File: src/rtl/rep3_serial_tx.sv
// Serial transmitter for a repetition-coded line: each framed bit is sent REP times so the far end can majority-vote.
// Optional even-parity bit between data and stop is built when REP3_TX_PARITY_EN is defined.
module rep3_serial_tx #(
    parameter int DATA_W       = 8,
    parameter int REP          = 3,
    parameter int CLKS_PER_SYM = 4
) (
    input  logic              CLK,
    input  logic              RST_N,
    input  logic [DATA_W-1:0] D,
    input  logic              VALID,
    output logic              READY,
    output logic              TX,
    output logic              BUSY,
    output logic              DONE
);

    localparam int CW = (CLKS_PER_SYM > 1) ? $clog2(CLKS_PER_SYM) : 1;
    localparam int RW = (REP > 1) ? $clog2(REP) : 1;
    localparam int BW = (DATA_W > 1) ? $clog2(DATA_W) : 1;

    localparam logic [CW-1:0] CLK_LAST = CW'(CLKS_PER_SYM - 1);
    localparam logic [RW-1:0] REP_LAST = RW'(REP - 1);
    localparam logic [BW-1:0] BIT_LAST = BW'(DATA_W - 1);

    typedef enum logic [2:0] {
        S_IDLE,
        S_START,
        S_DATA,
`ifdef REP3_TX_PARITY_EN
        S_PARITY,
`endif
        S_STOP
    } state_t;

    state_t            state;
    logic [CW-1:0]     clk_cnt;
    logic [CW-1:0]     clk_cnt_nxt;
    logic [RW-1:0]     rep_cnt;
    logic [RW-1:0]     rep_cnt_nxt;
    logic [BW-1:0]     bit_cnt;
    logic [DATA_W-1:0] shift;
    logic [DATA_W-1:0] shift_nxt;
    logic              sym_end;
    logic              last_cycle_nxt;
`ifdef REP3_TX_PARITY_EN
    logic              parity;
`endif

    // Symbol timing: clk_cnt rolls into rep_cnt; sym_end marks the final cycle of a bit's last copy.
    always_comb begin
        // NOTE: every output of a combinational block gets a value on every path, otherwise a latch is inferred.
        clk_cnt_nxt = (clk_cnt == CLK_LAST) ? '0 : clk_cnt + CW'(1);
        rep_cnt_nxt = rep_cnt;
        if (clk_cnt == CLK_LAST) begin
            rep_cnt_nxt = (rep_cnt == REP_LAST) ? '0 : rep_cnt + RW'(1);
        end
        sym_end        = (clk_cnt == CLK_LAST) && (rep_cnt == REP_LAST);
        last_cycle_nxt = (clk_cnt_nxt == CLK_LAST) && (rep_cnt_nxt == REP_LAST);
        shift_nxt      = shift >> 1;
    end

    // NOTE: sequential state uses non-blocking assignments so every register samples pre-edge values.
    always_ff @(posedge CLK or negedge RST_N) begin
        if (!RST_N) begin
            // NOTE: the shift register is ordinary flops, not a memory, so it is cleared with the rest.
            state   <= S_IDLE;
            clk_cnt <= '0;
            rep_cnt <= '0;
            bit_cnt <= '0;
            shift   <= '0;
            TX      <= 1'b1;
            READY   <= 1'b1;
            BUSY    <= 1'b0;
            DONE    <= 1'b0;
`ifdef REP3_TX_PARITY_EN
            parity  <= 1'b0;
`endif
        end else begin
            DONE <= 1'b0;
            if (state != S_IDLE) begin
                clk_cnt <= clk_cnt_nxt;
                rep_cnt <= rep_cnt_nxt;
            end

            case (state)
                S_IDLE: begin
                    if (VALID && READY) begin
                        shift <= D;
`ifdef REP3_TX_PARITY_EN
                        parity <= ^D;
`endif
                        state <= S_START;
                        TX    <= 1'b0;
                        READY <= 1'b0;
                        BUSY  <= 1'b1;
                    end
                end

                S_START: begin
                    if (sym_end) begin
                        state <= S_DATA;
                        TX    <= shift[0];
                    end
                end

                S_DATA: begin
                    if (sym_end) begin
                        if (bit_cnt == BIT_LAST) begin
                            bit_cnt <= '0;
`ifdef REP3_TX_PARITY_EN
                            state   <= S_PARITY;
                            TX      <= parity;
`else
                            state   <= S_STOP;
                            TX      <= 1'b1;
                            DONE    <= last_cycle_nxt;
`endif
                        end else begin
                            bit_cnt <= bit_cnt + BW'(1);
                            shift   <= shift_nxt;
                            TX      <= shift_nxt[0];
                        end
                    end
                end

`ifdef REP3_TX_PARITY_EN
                S_PARITY: begin
                    if (sym_end) begin
                        state <= S_STOP;
                        TX    <= 1'b1;
                        DONE  <= last_cycle_nxt;
                    end
                end
`endif

                // DONE is raised one edge early so it is high exactly during the final stop cycle.
                S_STOP: begin
                    if (sym_end) begin
                        state <= S_IDLE;
                        READY <= 1'b1;
                        BUSY  <= 1'b0;
                    end else begin
                        DONE <= last_cycle_nxt;
                    end
                end

                default: state <= S_IDLE;
            endcase
        end
    end

endmodule

File: config.mk
export PLATFORM = sky130hd
export DESIGN_NAME = rep3_serial_tx
export DESIGN_NICKNAME = d
export VERILOG_FILES = /design/src/rtl/rep3_serial_tx.sv
export SDC_FILE = /design/constraint.sdc
export NUM_CORES = 1
export LEC_CHECK = 0
export ABC_AREA = 1
export CAP_MARGIN = 20
export CELL_PAD_IN_SITES_DETAIL_PLACEMENT = 0
export CELL_PAD_IN_SITES_GLOBAL_PLACEMENT = 1
export CORE_ASPECT_RATIO = 2
export CORE_MARGIN = 2
export CORE_UTILIZATION = 45
export CTS_BUF_LIST = sky130_fd_sc_hd__clkbuf_8
export CTS_CLUSTER_DIAMETER = 80
export CTS_CLUSTER_SIZE = 8
export DETAILED_ROUTE_END_ITERATION = 8
export PLACE_DENSITY = 0.86
export REMOVE_ABC_BUFFERS = 1
export SYNTH_ARGS = -nofsm -noshare
export SYNTH_HDL_FRONTEND = slang
export SYNTH_SLANG_ARGS = --single-unit
File: constraint.sdc
create_clock -name CLK -period 3.6 [get_ports CLK]
set_clock_uncertainty 0.1 [all_clocks]
set_input_delay 0.9 -clock CLK [delete_from_list [all_inputs] [get_ports CLK]]
set_output_delay 0.9 -clock CLK [all_outputs]
set_load 0.01 [all_outputs]
==> flow_metrics.env <==
export IMPL_die_width_um=40.93
export IMPL_crit_chain="clkdlybuf4s50_1"
export IMPL_die_y_um=77.86
export IMPL_final_hold_violation_count=0
export IMPL_hold_class="reg2reg"
export IMPL_switching_share_pct=45.50
export IMPL_p_per_area_mw_per_mm2=815.4
export IMPL_max_freq_mhz=425.4
export IMPL_clockPowerShare_pct=12.9
export IMPL_first_iter_violations=15
export IMPL_holdWs_ps=371.1
export IMPL_yosysSeqAreaShare_pct=43.02
export IMPL_clk_latency_ps=250
export IMPL_wl_per_cell_um=12.38
export IMPL_r2r_slack_ps=1550
export IMPL_grt_pass1_vias=995
export IMPL_fin_crit_sh_pct=65.30
export IMPL_gr_total_overflow=0
export IMPL_drv_slew=0
export IMPL_syn_avg_cell_area_um2=8.075
export IMPL_finalCriticalPeriod_ps=2351
export IMPL_drcViolationCount=0
export IMPL_placementRows=26
export IMPL_grt_total_usage_pct=18.40
export IMPL_r2r_end="shift[7]$_DFFE_PN0P_"
export IMPL_antenna_found_initial=0
export IMPL_cts_setup_buffers=0
export IMPL_hp_start="TX$_DFFE_PN1P_"
export IMPL_area_growth_pct=15.70
export IMPL_cts_resized=0
export IMPL_power_frac_comb_pct=52.7
export IMPL_rsz0062_at_grt="no"
export IMPL_crit_arrival_ps=1350
export IMPL_relSlewSlack_pct=36.67
export IMPL_hold_path_end="TX$_DFFE_PN1P_"
export IMPL_fp_dieArea_mm2=0.003187
export IMPL_wirelength_um=2414
export IMPL_rr_worst_depth=7
export IMPL_crit_type="reg2out"
export IMPL_critPathTopFamily="flip-flops"
export IMPL_p_switching_w=0.0005269
export IMPL_cts_tree="built"
export IMPL_worst_setup_path_start_kind="register"
export IMPL_initial_utilization_pct=47.76
export IMPL_first_pass_iters=4
export IMPL_nets=188
export IMPL_clock_sinks=21
export IMPL_slowest_stage="dfstp_2"
export IMPL_grt_pass1_wl_um=4174
export IMPL_core_area_mm2=0.002570
export IMPL_ir_drop_v=0.0004974
export IMPL_cts_made_buffers=3
export IMPL_whs_path_depth=2
export IMPL_antenna_cells=0
export IMPL_p_leak_nw=0.7251
export IMPL_drive_above_1_share_pct=8.383
export IMPL_ant_nets=0
export IMPL_tightestPinTransition_ps=946.9
export IMPL_ys_warn_count=0
export IMPL_path_clk_slew_ps=80
export IMPL_worst_path_largest_cell_delay_ps=560
export IMPL_cp_data_required_time_ps=2600
export IMPL_maxCapViolations=0
export IMPL_grt_max_degree=22
export IMPL_ys_ff_latch=21
export IMPL_via_per_inst=5.149
export IMPL_setup_viol_count_final=0
export IMPL_num_vias=1004
export IMPL_place_congestion=0.7424
export IMPL_rr_startpoint="state[0]$_DFFE_PN0P_"
export IMPL_p_int_w=0.0006311
export IMPL_cts_max_level=1
export IMPL_io_buffers=14
export IMPL_path_max_fanout=4
export IMPL_io_pins=15
export IMPL_crit_buf_inv=1
export IMPL_end_kind="output pin"
export IMPL_ctsHoldBuffers=0
export IMPL_place_hpwl_um=1903
export IMPL_clockBufferDepth=2
export IMPL_syn_area_mm2=0.001227
export IMPL_yosysUniqueCellTypes=20
export IMPL_setup_tns_ps=0
export IMPL_seqPwrFrac_pct=34.4
export IMPL_syn_inst=152
export IMPL_cts_root_buf="clkbuf_8"
export IMPL_outcome="finished clean"
==> power by group through the flow <==
stage / Clock, W / Sequential [W] / Combinational, W
after floorplan: 0 / 0.000395 / 0.000459
after global placement: 0 / 0.000399 / 0.000605
after detailed placement: 0 / 0.000403 / 0.000620
after CTS: 0.000155 / 0.000400 / 0.000621
after global routing: 0.000164 / 0.000414 / 0.000702
final: 0.000149 / 0.000399 / 0.000610
==> layer usage <==
metal  GRT usage, %  wire length [um]
met5              0                 0
met4          6.000                36
met3          2.000                69
met2          34.22              1399
met1          18.67               907
==> cells by family (layout without fill, tap and decap cells) <==
kind of cell	count (synthesis)	after routing	synth area share (%)
compound gates	17	17	9.786
fa+ha+maj	9	9	9.174
buf+inv	15	30	5.912
flops	21	21	43.02
simple gates	90	90	32.11
==> final cells by class <==
type	instances	area [um2]
Tap cell	28	35.03
Multi-Input combinational cell	116	626.9
Clock buffer	3	41.29
Sequential cell	21	528.0
Inverter	12	45.04
Fill cell	247	1150
Timing Repair Buffer	14	140.1
Clock inverter	1	3.754
==> worst max path at each step <==
stage                         start                    to  slack [ps]  depth (start not counted)
4_1_cts           READY$_DFFE_PN1P_                 READY        1240                          1
6_report          READY$_DFFE_PN1P_                 READY        1250                          1
5_1_grt           READY$_DFFE_PN1P_                 READY        1200                          1
2_1_floorplan  state[0]$_DFFE_PN0P_  shift[7]$_DFFE_PN0P_        1830                          7
3_5_place_dp                  VALID  shift[4]$_DFFE_PN0P_        1310                          6
3_3_place_gp                  VALID  shift[4]$_DFFE_PN0P_        1330                          6
==> state kept, by name, indices dropped and copies added (netlist names) <==
signal	cells
shift	8
bit_cnt	3
clk_cnt	2
rep_cnt	2
state	2
BUSY	1
DONE	1
READY	1
TX	1
==> cell usage after synthesis <==
master / count / area [um2]
nand4_1: 3 / 18.77
nand2_2: 2 / 12.51
dfrtp_1: 19 / 475.5
nor2_2: 1 / 6.260
a21oi_4: 2 / 32.53
nor3_1: 1 / 5.000
a21oi_2: 2 / 17.52
ha_1: 9 / 112.6
nand2_4: 1 / 11.26
dfstp_2: 2 / 52.55
nand3_4: 1 / 17.52
o21bai_1: 2 / 15.01
nand2_1: 63 / 236.5
buf_2: 1 / 5.000
nor2_1: 5 / 18.77
inv_1: 12 / 45.04
nand3b_1: 1 / 7.510
buf_6: 2 / 22.52
nand3_1: 12 / 60.06
o21ai_0: 11 / 55.05
==> cell usage in the layout (no fill, tap or decap) <==
cell type	instances
a21oi_2	2
a21oi_4	2
clkbuf_8	3
clkdlybuf4s50_1	14
dfrtp_1	19
dfstp_2	2
ha_1	9
inv_1	13
nand2_1	63
nand2_2	2
nand2_4	1
nand3_1	12
nand3_4	1
nand3b_1	1
nand4_1	3
nor2_1	5
nor2_2	1
nor3_1	1
o21ai_0	11
o21bai_1	2
==> per-stage QoR <==
step / instance area [um2] / utilization, % / worst slack [ps] / total power, W / std cells
6_report: 1420 / 55.26 / 1249 / 0.001158 / 195
3_5_place_dp: 1375 / 53.51 / 1308 / 0.001024 / 191
4_1_cts: 1420 / 55.26 / 1237 / 0.001176 / 195
5_1_grt: 1420 / 55.26 / 1202 / 0.001279 / 195
3_3_place_gp: 1375 / 53.51 / 1334 / 0.001004 / 191
2_1_floorplan: 1200 / - / 1834 / 0.0008542 / 149
Power figures use the tool's default switching activity.
